==> src/rtl/fb_port_arbiter_if.sv <==
// Frame RAM arbiter bus: display read port, host write port,
// bank swap control and the RAM-side port.
interface fb_port_arbiter_if #(
    parameter int ADDR_WIDTH      = 11,
    parameter int DATA_WIDTH      = 16,
    parameter int STALL_CNT_WIDTH = 8
);
    logic                       disp_req;
    logic [ADDR_WIDTH-1:0]      disp_addr;
    logic [DATA_WIDTH-1:0]      disp_data;
    logic                       disp_valid;
    logic                       wr_valid;
    logic                       wr_ready;
    logic [ADDR_WIDTH-1:0]      wr_addr;
    logic [DATA_WIDTH-1:0]      wr_data;
    logic                       frame_start;
    logic                       swap_req;
    logic                       swap_ack;
    logic [ADDR_WIDTH:0]        ram_addr;
    logic                       ram_we;
    logic [DATA_WIDTH-1:0]      ram_wdata;
    logic [DATA_WIDTH-1:0]      ram_rdata;
    logic [STALL_CNT_WIDTH-1:0] wr_stall_count;

    modport slave (
        input  disp_req, disp_addr,
        output disp_data, disp_valid,
        input  wr_valid, wr_addr, wr_data,
        output wr_ready,
        input  frame_start, swap_req,
        output swap_ack,
        output ram_addr, ram_we, ram_wdata,
        input  ram_rdata,
        output wr_stall_count
    );

    modport master (
        output disp_req, disp_addr,
        input  disp_data, disp_valid,
        output wr_valid, wr_addr, wr_data,
        input  wr_ready,
        output frame_start, swap_req,
        input  swap_ack,
        input  ram_addr, ram_we, ram_wdata,
        output ram_rdata,
        input  wr_stall_count
    );
endinterface

==> src/rtl/fb_port_arbiter.sv <==
// Single-port frame RAM arbiter: display reads win, host writes drain idle cycles.
// Optional double buffering enabled by defining BANK_SWAP_EN.
module fb_port_arbiter #(
    parameter int ADDR_WIDTH      = 11,
    parameter int DATA_WIDTH      = 16,
    parameter int STALL_CNT_WIDTH = 8
) (
    input  logic               clk_in,
    input  logic               reset,
    fb_port_arbiter_if.slave   bus
);
    typedef enum logic [1:0] {
        GNT_IDLE  = 2'd0,
        GNT_DISP  = 2'd1,
        GNT_WRITE = 2'd2
    } grant_t;

    logic                       r_pend_valid;
    logic [ADDR_WIDTH-1:0]      r_pend_addr;
    logic [DATA_WIDTH-1:0]      r_pend_data;
    logic [ADDR_WIDTH:0]        r_ram_addr;
    logic                       r_ram_we;
    logic [DATA_WIDTH-1:0]      r_ram_wdata;
    logic                       r_dv1;
    logic                       r_dv2;
    logic [STALL_CNT_WIDTH-1:0] r_stall;

    grant_t w_grant;
    logic   w_drain;
    logic   w_accept;
    logic   w_front;
    logic   w_back;
    logic   w_swap_ack;

    assign w_drain  = r_pend_valid && !bus.disp_req;
    assign w_accept = bus.wr_valid && bus.wr_ready;

    always_comb begin
        w_grant = GNT_IDLE;
        if (bus.disp_req)
            w_grant = GNT_DISP;
        else if (r_pend_valid)
            w_grant = GNT_WRITE;
    end

    always_ff @(posedge clk_in) begin
        if (reset) begin
            r_ram_addr  <= '0;
            r_ram_we    <= 1'b0;
            r_ram_wdata <= '0;
        end else begin
            r_ram_we <= 1'b0;
            case (w_grant)
                GNT_DISP: r_ram_addr <= {w_front, bus.disp_addr};
                GNT_WRITE: begin
                    r_ram_addr  <= {w_back, r_pend_addr};
                    r_ram_we    <= 1'b1;
                    r_ram_wdata <= r_pend_data;
                end
                default: ;
            endcase
        end
    end

    // A drain and an accept in the same cycle refill the buffer.
    always_ff @(posedge clk_in) begin
        if (reset) begin
            r_pend_valid <= 1'b0;
            r_pend_addr  <= '0;
            r_pend_data  <= '0;
        end else if (w_accept) begin
            r_pend_valid <= 1'b1;
            r_pend_addr  <= bus.wr_addr;
            r_pend_data  <= bus.wr_data;
        end else if (w_drain) begin
            r_pend_valid <= 1'b0;
        end
    end

    always_ff @(posedge clk_in) begin
        if (reset) begin
            r_dv1   <= 1'b0;
            r_dv2   <= 1'b0;
            r_stall <= '0;
        end else begin
            r_dv1 <= bus.disp_req;
            r_dv2 <= r_dv1;
            if (r_pend_valid && bus.disp_req && !(&r_stall))
                r_stall <= r_stall + 1'b1;
        end
    end

`ifdef BANK_SWAP_EN
    logic r_front;
    logic r_swap_pend;
    logic r_swap_ack;
    logic w_swap_go;

    // Swap waits for an empty buffer so a queued write never
    // lands in the bank that has just become visible.
    assign w_swap_go = bus.frame_start && !r_pend_valid &&
                       (r_swap_pend || bus.swap_req);

    always_ff @(posedge clk_in) begin
        if (reset) begin
            r_front     <= 1'b0;
            r_swap_pend <= 1'b0;
            r_swap_ack  <= 1'b0;
        end else begin
            r_swap_ack <= w_swap_go;
            if (w_swap_go) begin
                r_front     <= ~r_front;
                r_swap_pend <= 1'b0;
            end else if (bus.swap_req) begin
                r_swap_pend <= 1'b1;
            end
        end
    end

    assign w_front    = r_front;
    assign w_back     = ~r_front;
    assign w_swap_ack = r_swap_ack;
`else
    logic w_unused_swap;

    assign w_unused_swap = bus.swap_req ^ bus.frame_start;
    assign w_front       = 1'b0;
    assign w_back        = 1'b0;
    assign w_swap_ack    = 1'b0;
`endif

    assign bus.disp_data      = bus.ram_rdata;
    assign bus.disp_valid     = r_dv2;
    assign bus.wr_ready       = !r_pend_valid || w_drain;
    assign bus.swap_ack       = w_swap_ack;
    assign bus.ram_addr       = r_ram_addr;
    assign bus.ram_we         = r_ram_we;
    assign bus.ram_wdata      = r_ram_wdata;
    assign bus.wr_stall_count = r_stall;
endmodule

==> src/flat_wrapper.sv <==
// flat-port wrapper written by rule: the top's interface ports become plain ports
module fb_port_arbiter_flat 
#(
    parameter int ADDR_WIDTH      = 11,
    parameter int DATA_WIDTH      = 16,
    parameter int STALL_CNT_WIDTH = 8
)
  (clk_in, reset, bus_disp_req, bus_disp_addr, bus_disp_data, bus_disp_valid, bus_wr_valid, bus_wr_addr, bus_wr_data, bus_wr_ready, bus_frame_start, bus_swap_req, bus_swap_ack, bus_ram_addr, bus_ram_we, bus_ram_wdata, bus_ram_rdata, bus_wr_stall_count);
  fb_port_arbiter_if #(.ADDR_WIDTH(ADDR_WIDTH), .DATA_WIDTH(DATA_WIDTH), .STALL_CNT_WIDTH(STALL_CNT_WIDTH)) bus_i ();
  input  logic clk_in;
  input  logic reset;
  input wire logic [$bits(bus_i.disp_req)-1:0] bus_disp_req;
  input wire logic [$bits(bus_i.disp_addr)-1:0] bus_disp_addr;
  output wire logic [$bits(bus_i.disp_data)-1:0] bus_disp_data;
  output wire logic [$bits(bus_i.disp_valid)-1:0] bus_disp_valid;
  input wire logic [$bits(bus_i.wr_valid)-1:0] bus_wr_valid;
  input wire logic [$bits(bus_i.wr_addr)-1:0] bus_wr_addr;
  input wire logic [$bits(bus_i.wr_data)-1:0] bus_wr_data;
  output wire logic [$bits(bus_i.wr_ready)-1:0] bus_wr_ready;
  input wire logic [$bits(bus_i.frame_start)-1:0] bus_frame_start;
  input wire logic [$bits(bus_i.swap_req)-1:0] bus_swap_req;
  output wire logic [$bits(bus_i.swap_ack)-1:0] bus_swap_ack;
  output wire logic [$bits(bus_i.ram_addr)-1:0] bus_ram_addr;
  output wire logic [$bits(bus_i.ram_we)-1:0] bus_ram_we;
  output wire logic [$bits(bus_i.ram_wdata)-1:0] bus_ram_wdata;
  input wire logic [$bits(bus_i.ram_rdata)-1:0] bus_ram_rdata;
  output wire logic [$bits(bus_i.wr_stall_count)-1:0] bus_wr_stall_count;
  assign bus_i.disp_req = bus_disp_req;
  assign bus_i.disp_addr = bus_disp_addr;
  assign bus_disp_data = bus_i.disp_data;
  assign bus_disp_valid = bus_i.disp_valid;
  assign bus_i.wr_valid = bus_wr_valid;
  assign bus_i.wr_addr = bus_wr_addr;
  assign bus_i.wr_data = bus_wr_data;
  assign bus_wr_ready = bus_i.wr_ready;
  assign bus_i.frame_start = bus_frame_start;
  assign bus_i.swap_req = bus_swap_req;
  assign bus_swap_ack = bus_i.swap_ack;
  assign bus_ram_addr = bus_i.ram_addr;
  assign bus_ram_we = bus_i.ram_we;
  assign bus_ram_wdata = bus_i.ram_wdata;
  assign bus_i.ram_rdata = bus_ram_rdata;
  assign bus_wr_stall_count = bus_i.wr_stall_count;
  fb_port_arbiter #(.ADDR_WIDTH(ADDR_WIDTH), .DATA_WIDTH(DATA_WIDTH), .STALL_CNT_WIDTH(STALL_CNT_WIDTH)) u_core (.clk_in(clk_in), .reset(reset), .bus(bus_i));
endmodule
==> config.mk <==
export PLATFORM = sky130hd
export DESIGN_NAME = fb_port_arbiter_flat
export DESIGN_NICKNAME = d
export VERILOG_FILES = /design/src/rtl/fb_port_arbiter_if.sv /design/src/rtl/fb_port_arbiter.sv /design/src/flat_wrapper.sv
export SDC_FILE = /design/constraint.sdc
export NUM_CORES = 1
export LEC_CHECK = 0
export ABC_AREA = 1
export CAP_MARGIN = 40
export CORE_UTILIZATION = 30
export CTS_CLUSTER_SIZE = 20
export DETAILED_ROUTE_END_ITERATION = 10
export GPL_TIMING_DRIVEN = 1
export PLACE_DENSITY_LB_ADDON = 0.12
export SLEW_MARGIN = 20
export SYNTH_ARGS = -nofsm -noshare
export SYNTH_HDL_FRONTEND = slang
export SYNTH_SLANG_ARGS = --single-unit
==> constraint.sdc <==
create_clock -name clk_in -period 2.2 [get_ports clk_in]
set_clock_uncertainty 0.2 [all_clocks]
set_input_delay 0.44 -clock clk_in [delete_from_list [all_inputs] [get_ports clk_in]]
set_output_delay 0.44 -clock clk_in [all_outputs]
set_load 0.01 [all_outputs]
* Word level (Yosys, flattened, before mapping)
Index checks and enable logic that the tools add are counted.
** Storage, ports and cells
- Register bits :: 67
- Bits of input ports :: 60
- Output and inout port bits :: 56
- Logic and storage cells :: 29
** Operators by class
- $add $sub $neg :: 1
- Equal/unequal tests :: 2
- Multiplexer cells :: 6
- Reduce and logical (&&, ||, !) cells :: 11
** Operator list (number)
- $pmux 12 s2 :: 1
- $add 8x1->8 const B :: 1
- $reduce_and 8->1 :: 1
- $logic_and 1x1->1 :: 4
- $mux 2 :: 2
- $reduce_bool 2->1 :: 2
- $logic_not 1->1 :: 3
- $mux 1 :: 3
- $eq 2x1->1 const B :: 1
- $eq 2x2->1 const B :: 1
- $logic_or 1x1->1 :: 1

* Depth between registers and ports, before layout
- Word-level depth :: 5
- Mapped depth :: 8
- Gate-level depth less buffers :: 7

* Worst setup path after synthesis
OpenSTA, ideal clock, no wires.
- Path type :: flip-flop to flip-flop
- From :: register u_core.r_stall[0] (netlist: u_core.bus.wr_stall_count[0])
- To :: register u_core.r_stall[4] (netlist: u_core.bus.wr_stall_count[4])
- Arrival :: 1.174 ns
- Slack :: 0.711 ns
- Cell stages (with the launch flop) :: 8
- Buffers on the path :: 1
- Period minus slack after synthesis :: 1.489 ns
- Cells stage by stage :: dfxtp_1 ha_1 nand2_1 nor2_1 nand2_1 buf_2 a21oi_1 nor2_1
** Between the ends
- Word-level cells in the longest chain between the ends :: 3
- Elaborated cells on any way between the ends :: 4
- Classes of those cells :: 1 x add/sub; 3 x reduce/logical
** Ends and longest elaborated chain
- start, declared :: RTL line fb_port_arbiter.sv:26 : logic [STALL_CNT_WIDTH-1:0] r_stall;
- start signal, assigned :: RTL line fb_port_arbiter.sv:89 : r_stall <= r_stall + 1'b1;
- parallel branches: the longest is 3 deep, another holds $add 8x1->8
Parallel ways; which one is timed is not known.
A chain may end at the register's enable or synchronous reset.

* Worst setup path in the final report
- From :: register u_core.r_stall[3] (netlist: u_core.bus.wr_stall_count[3])
- To :: output bus_wr_stall_count[3]
** RTL lines
- end, declared :: RTL line flat_wrapper.sv:27 : output wire logic [$bits(bus_i.wr_stall_count)-1:0] bus_wr_stall_count;
No word-level cell between the ends.

==> flow_summary.ini <==
[status]
outcome = finished clean

[route]
first_iter_violations = 70
drt_wl_total_um = 6440
wl_per_cell_um = 11.9
ant_nets = 0
vias = 2384
viasPerCell = 4.39
remaining_drc_errors = 0
first_pass_iters = 4

[clock_tree]
cts_buffer_depth = 2
root_buffer = clkbuf_8
hold_buffers = 0
cts_tree = done
cts.sinks = 66
cts-buffers-inserted = 9
clk_pin_slew_ns = 0.07
post_cts_buffers = 0
clk_latency_ns = 0.33
h-tree-depth = 3
cts-resized-gates = 0

[timing]
rsz0062_at_grt = no
timing.final.ws_setup_ns = 0.224
setup_viol = 0
holdWs_ns = 0.203
post-route-min-period_ns = 1.98
timing.slew.headroom_pct = 66.3
finalCritPeriodShare_pct = 89.8
finalHoldViolCount = 0
worstMarginPinSlew_ns = 0.504
final-max-slew-violation-count = 0
fin_setup_tns_ns = 0
fmax_ghz = 0.506

[job]
maxCapViolCount = 0

[yosys]
yosys_most_used_dff = dfxtp_1
async_flop_share_pct = 0
ys_seq_area_share_pct = 49.0
yosysWarnings = 0
synth.distinct_cells = 24
synth_area_leaders = dfxtp_1, nor2_1, nand2_1
synth_edf_count = 0
synth_top_area_share_pct = 49.0
syn_area_per_cell_um2 = 7.38
syn-cell-area_um2 = 2690
ys_ff_latch = 66
synth_top_area_cell = dfxtp_1
syn_inst = 365

[pwr]
power_density_nw_per_um2 = 693
swShare_pct = 26.6
intPower_mw = 1.86
combPwrFrac_pct = 14.0
switchingPower_mw = 0.674
finalPower_mw = 2.53
seq_power_share_pct = 51.4
p_clk_share_pct = 34.6
leakage_nw = 1.55
ir_worst_vdd_uv = 251

[place]
port_buffers = 79
placed_area_um2 = 3480
gp_congestion = 0.748
pre_cts_slack_ns = -0.0986
dp_cells = 526
dpl.hpwl_um = 4150

[global_routing]
gr-total-overflow = 0
grt_max_degree = 62
grt_pass1_wl_um = 10600
grt_pass1_vias = 2171
antenna_found_initial = 0
grt_use_total_pct = 14.1

[setup_path]
cp_max_fo = 6
crit_path_cell_trace = clkdlybuf4s50_1
crit_slowest_cell = clkdlybuf4s50_1
cp.required_ns = 1.56
cpPeakStageDelay_ns = 0.57
critPathBufInv = 1
start_kind = flip-flop
cp_top_family = buffers and inverters
critPathArrivalTime_ns = 1.34
endpoint_kind = primary output
crit_type = reg2out
rrSetupSlack_ns = 0.60

[cells_and_area]
finish.utilization_pct = 41.9
insertedDiodeCount = 0
layout-drive-gt1-share_pct = 7.36
instances_no_fill = 543
syn_to_final_growth_pct = 35.8
fin_area_um2 = 3660
fin_nets = 491

[worst_hold_path]
hp-class = reg2reg

[floorplanning]
die_area_um2 = 9360
die_h_um = 96.8
die_w_um = 96.8
start_util_pct = 30.9
core_um2 = 8720
rows = 34
io_pins = 116
state kept, by name (all words and copies together) (netlist names), 8 cells and up:
name	flops
u_core.bus.ram_addr	11
u_core.bus.ram_wdata	16
u_core.bus.wr_stall_count	8
u_core.r_pend_addr	11
u_core.r_pend_data	16
power by group through the flow:
stage,sequential [mW],clock [mW],combinational (mW)
after floorplan,1.34,0,0.192
after global placement,1.33,0,0.357
after detailed placement,1.33,0,0.358
after CTS,1.30,0.918,0.360
after global routing,1.31,0.981,0.395
final,1.30,0.877,0.355
cell families (layout without fill, tap and decap cells):
group,after synthesis,count (layout),share of synthesized area [%]
AND/OR/NAND/NOR,189,189,28.5
flip-flops,66,66,49.0
buffers and inverters,57,126,12.4
AO/OA/AOI/OAI,51,51,9.47
adder cells (fa/ha/maj),1,1,0.464
other,1,2,0.139
layer usage:
layer,routed length (um),global-route usage [%],up-vias
met4,28,6.54,0
met1,3170,18.8,1058
li1,-,-,1256
met3,343,3.54,6
met2,2900,21.3,64
met5,0,0,-
path summary, 6_finish.rpt:
path                                                   start                           end  cells after the start
worst min-delay path                            u_core.r_dv1         u_core.bus.disp_valid                      2
worst max register to register  u_core.bus.wr_stall_count[0]  u_core.bus.wr_stall_count[4]                      6
worst max-delay path            u_core.bus.wr_stall_count[3]         bus_wr_stall_count[3]                      1
worst min register to register                  u_core.r_dv1         u_core.bus.disp_valid                      2
cell type report:
| cell class | count | area [um2] |
|---|---|---|
| timing repair buffer | 87 | 891 |
| sequential | 66 | 1320 |
| tap | 108 | 135 |
| clock inverter | 7 | 46.3 |
| fill | 924 | 5060 |
| multi-input combinational | 243 | 1040 |
| clock buffer | 9 | 124 |
| inverter | 23 | 96.3 |
cells in the mapped netlist, types with 4 or more instances:
library cell  count
nor2_1          102
buf_4            19
nand3_1          21
inv_1            19
o21ai_1           7
o21ai_0          36
a21oi_1           8
nand2_1          60
dfxtp_1          66
clkbuf_1          4
buf_6             4
buf_2             5
layout by cell type (no fill, tap or decap), types with 7 or more instances in the layout:
master	instances
inv_1	19
nand3_1	21
a21oi_1	8
clkbuf_8	9
o21ai_0	36
nand2_1	60
nor2_1	102
dfxtp_1	66
o21ai_1	7
clkdlybuf4s50_1	78
Power figures use the tool's default switching activity.
==> patch (same flow settings) <==
Add a define of `BANK_SWAP_EN`.
--- a/src/rtl/fb_port_arbiter.sv
+++ b/src/rtl/fb_port_arbiter.sv
@@ -2,2 +2,4 @@
 // Optional double buffering enabled by defining BANK_SWAP_EN.
+`define BANK_SWAP_EN
+
 module fb_port_arbiter #(
Behaviour: not the same (Yosys sat finds a counterexample within 4 cycles, from zero or initial values and one cycle with reset high).
==> patch against the original RTL <==
Clock power grew 20%; largest power group unchanged; routed wire length grew 4.7%; sequential share of layout area grew 0.65 points; setup slack gained 25 ps; non-clock buffer count grew 4; sequential cell count grew 4; count of clock-buffer cells in the layout grew 3; cell area grew 4.2%; total power grew 11%; die area grew 4.1%; critical endpoint is now bus_wr_stall_count[0]; area after synthesis grew 4.1%.
==> patch: results <==
set metrics [dict create \
    status "finished, final reports clean" \
    synth_nets 437 \
    crit_fanout 5 \
    seq_area_frac_synth_pct 50.0 \
    relSlewSlack_pct 63.3 \
    r2r_end "u_core.r_pend_data[9]$_SDFFE_PP0P_" \
    cp.arrival_ps 1310 \
    hpwl_microns 4610 \
    r2r_slack_ps 630 \
    finalNetCount 507 \
    r2r-start "u_core.r_pend_valid$_SDFFE_PP0P_" \
    vias 2478 \
    synth_common_cells "nor2_1 (106), dfxtp_1 (70), nand2_1 (63)" \
    syn_inst 376 \
    grt_antenna_before_repair 0 \
    synthTopCellsByArea "dfxtp_1 (50%), nor2_1 (14%), nand2_1 (8.4%)" \
    place.port_buffers 83 \
    initialDrtViolationCount 62 \
    via_per_inst 4.43 \
    drive_gt1_share_pct 7.10 \
    place.gp.congestion 0.735 \
    cp-startpoint "u_core.bus.wr_stall_count[0]$_SDFFE_PP0P_" \
    fill_cells 921 \
    cp-endpoint "bus_wr_stall_count[0]" \
    wl_per_cell_microns 12.1 \
    grt_pass1_vias 2330 \
    clk-insertion-delay-late_ps 340 \
    htree_levels 3 \
    cts_root_buffer "clkbuf_8" \
    grt_use_total_pct 14.5 \
    numCtsBuffers 9 \
]
## patch: worst min path at each step
stage                                       start                               end  slack [ps]
after floorplan           u_core.r_dv1$_SDFF_PP0_  u_core.bus.disp_valid$_SDFF_PP0_         190
after global placement    u_core.r_dv1$_SDFF_PP0_  u_core.bus.disp_valid$_SDFF_PP0_         190
after detailed placement  u_core.r_dv1$_SDFF_PP0_  u_core.bus.disp_valid$_SDFF_PP0_         200
after CTS                 u_core.r_dv1$_SDFF_PP0_  u_core.bus.disp_valid$_SDFF_PP0_         200
after global routing      u_core.r_dv1$_SDFF_PP0_  u_core.bus.disp_valid$_SDFF_PP0_         210
final                     u_core.r_dv1$_SDFF_PP0_  u_core.bus.disp_valid$_SDFF_PP0_         190
## patch: cell families (layout without fill, tap and decap cells)
logic type | count (synthesis) | in the layout | synth area share (%)
simple gates | 194 | 194 | 28.3
flops | 70 | 70 | 50.0
buf+inv | 57 | 132 | 11.6
compound gates | 54 | 54 | 9.72
fa+ha+maj | 1 | 1 | 0.446
## patch: where the power goes
group	leakage [nW]	internal, W	switching (W)
Clock	0.106	0.000581	0.000467
Sequential	0.577	0.00135	0.0000410
Combinational	0.944	0.000194	0.000173
## patch: layer usage
layer | GRT usage, % | share of wire [%]
met1 | 19.2 | 49
met2 | 22.0 | 43
met3 | 3.48 | 6.0
met4 | 7.35 | 1.6
met5 | 0 | 0
## patch: final cells by class
type	instances	area share, %
tap	108	3.55
clock buffer	12	4.07
timing repair buffer	91	23.4
sequential	70	36.8
inverter	25	2.66
multi-input combinational	249	28.3
clock inverter	4	1.18
## patch: metrics by stage
step	power [W]	instance area [sq um]	setup slack, ps
CTS	0.00284	3810	10.5
detailed placement	0.00179	3610	-40.1
floorplan	0.00162	2810	802
global placement	0.00179	3610	0.626
finish	0.00280	3810	249
global route	0.00294	3810	163
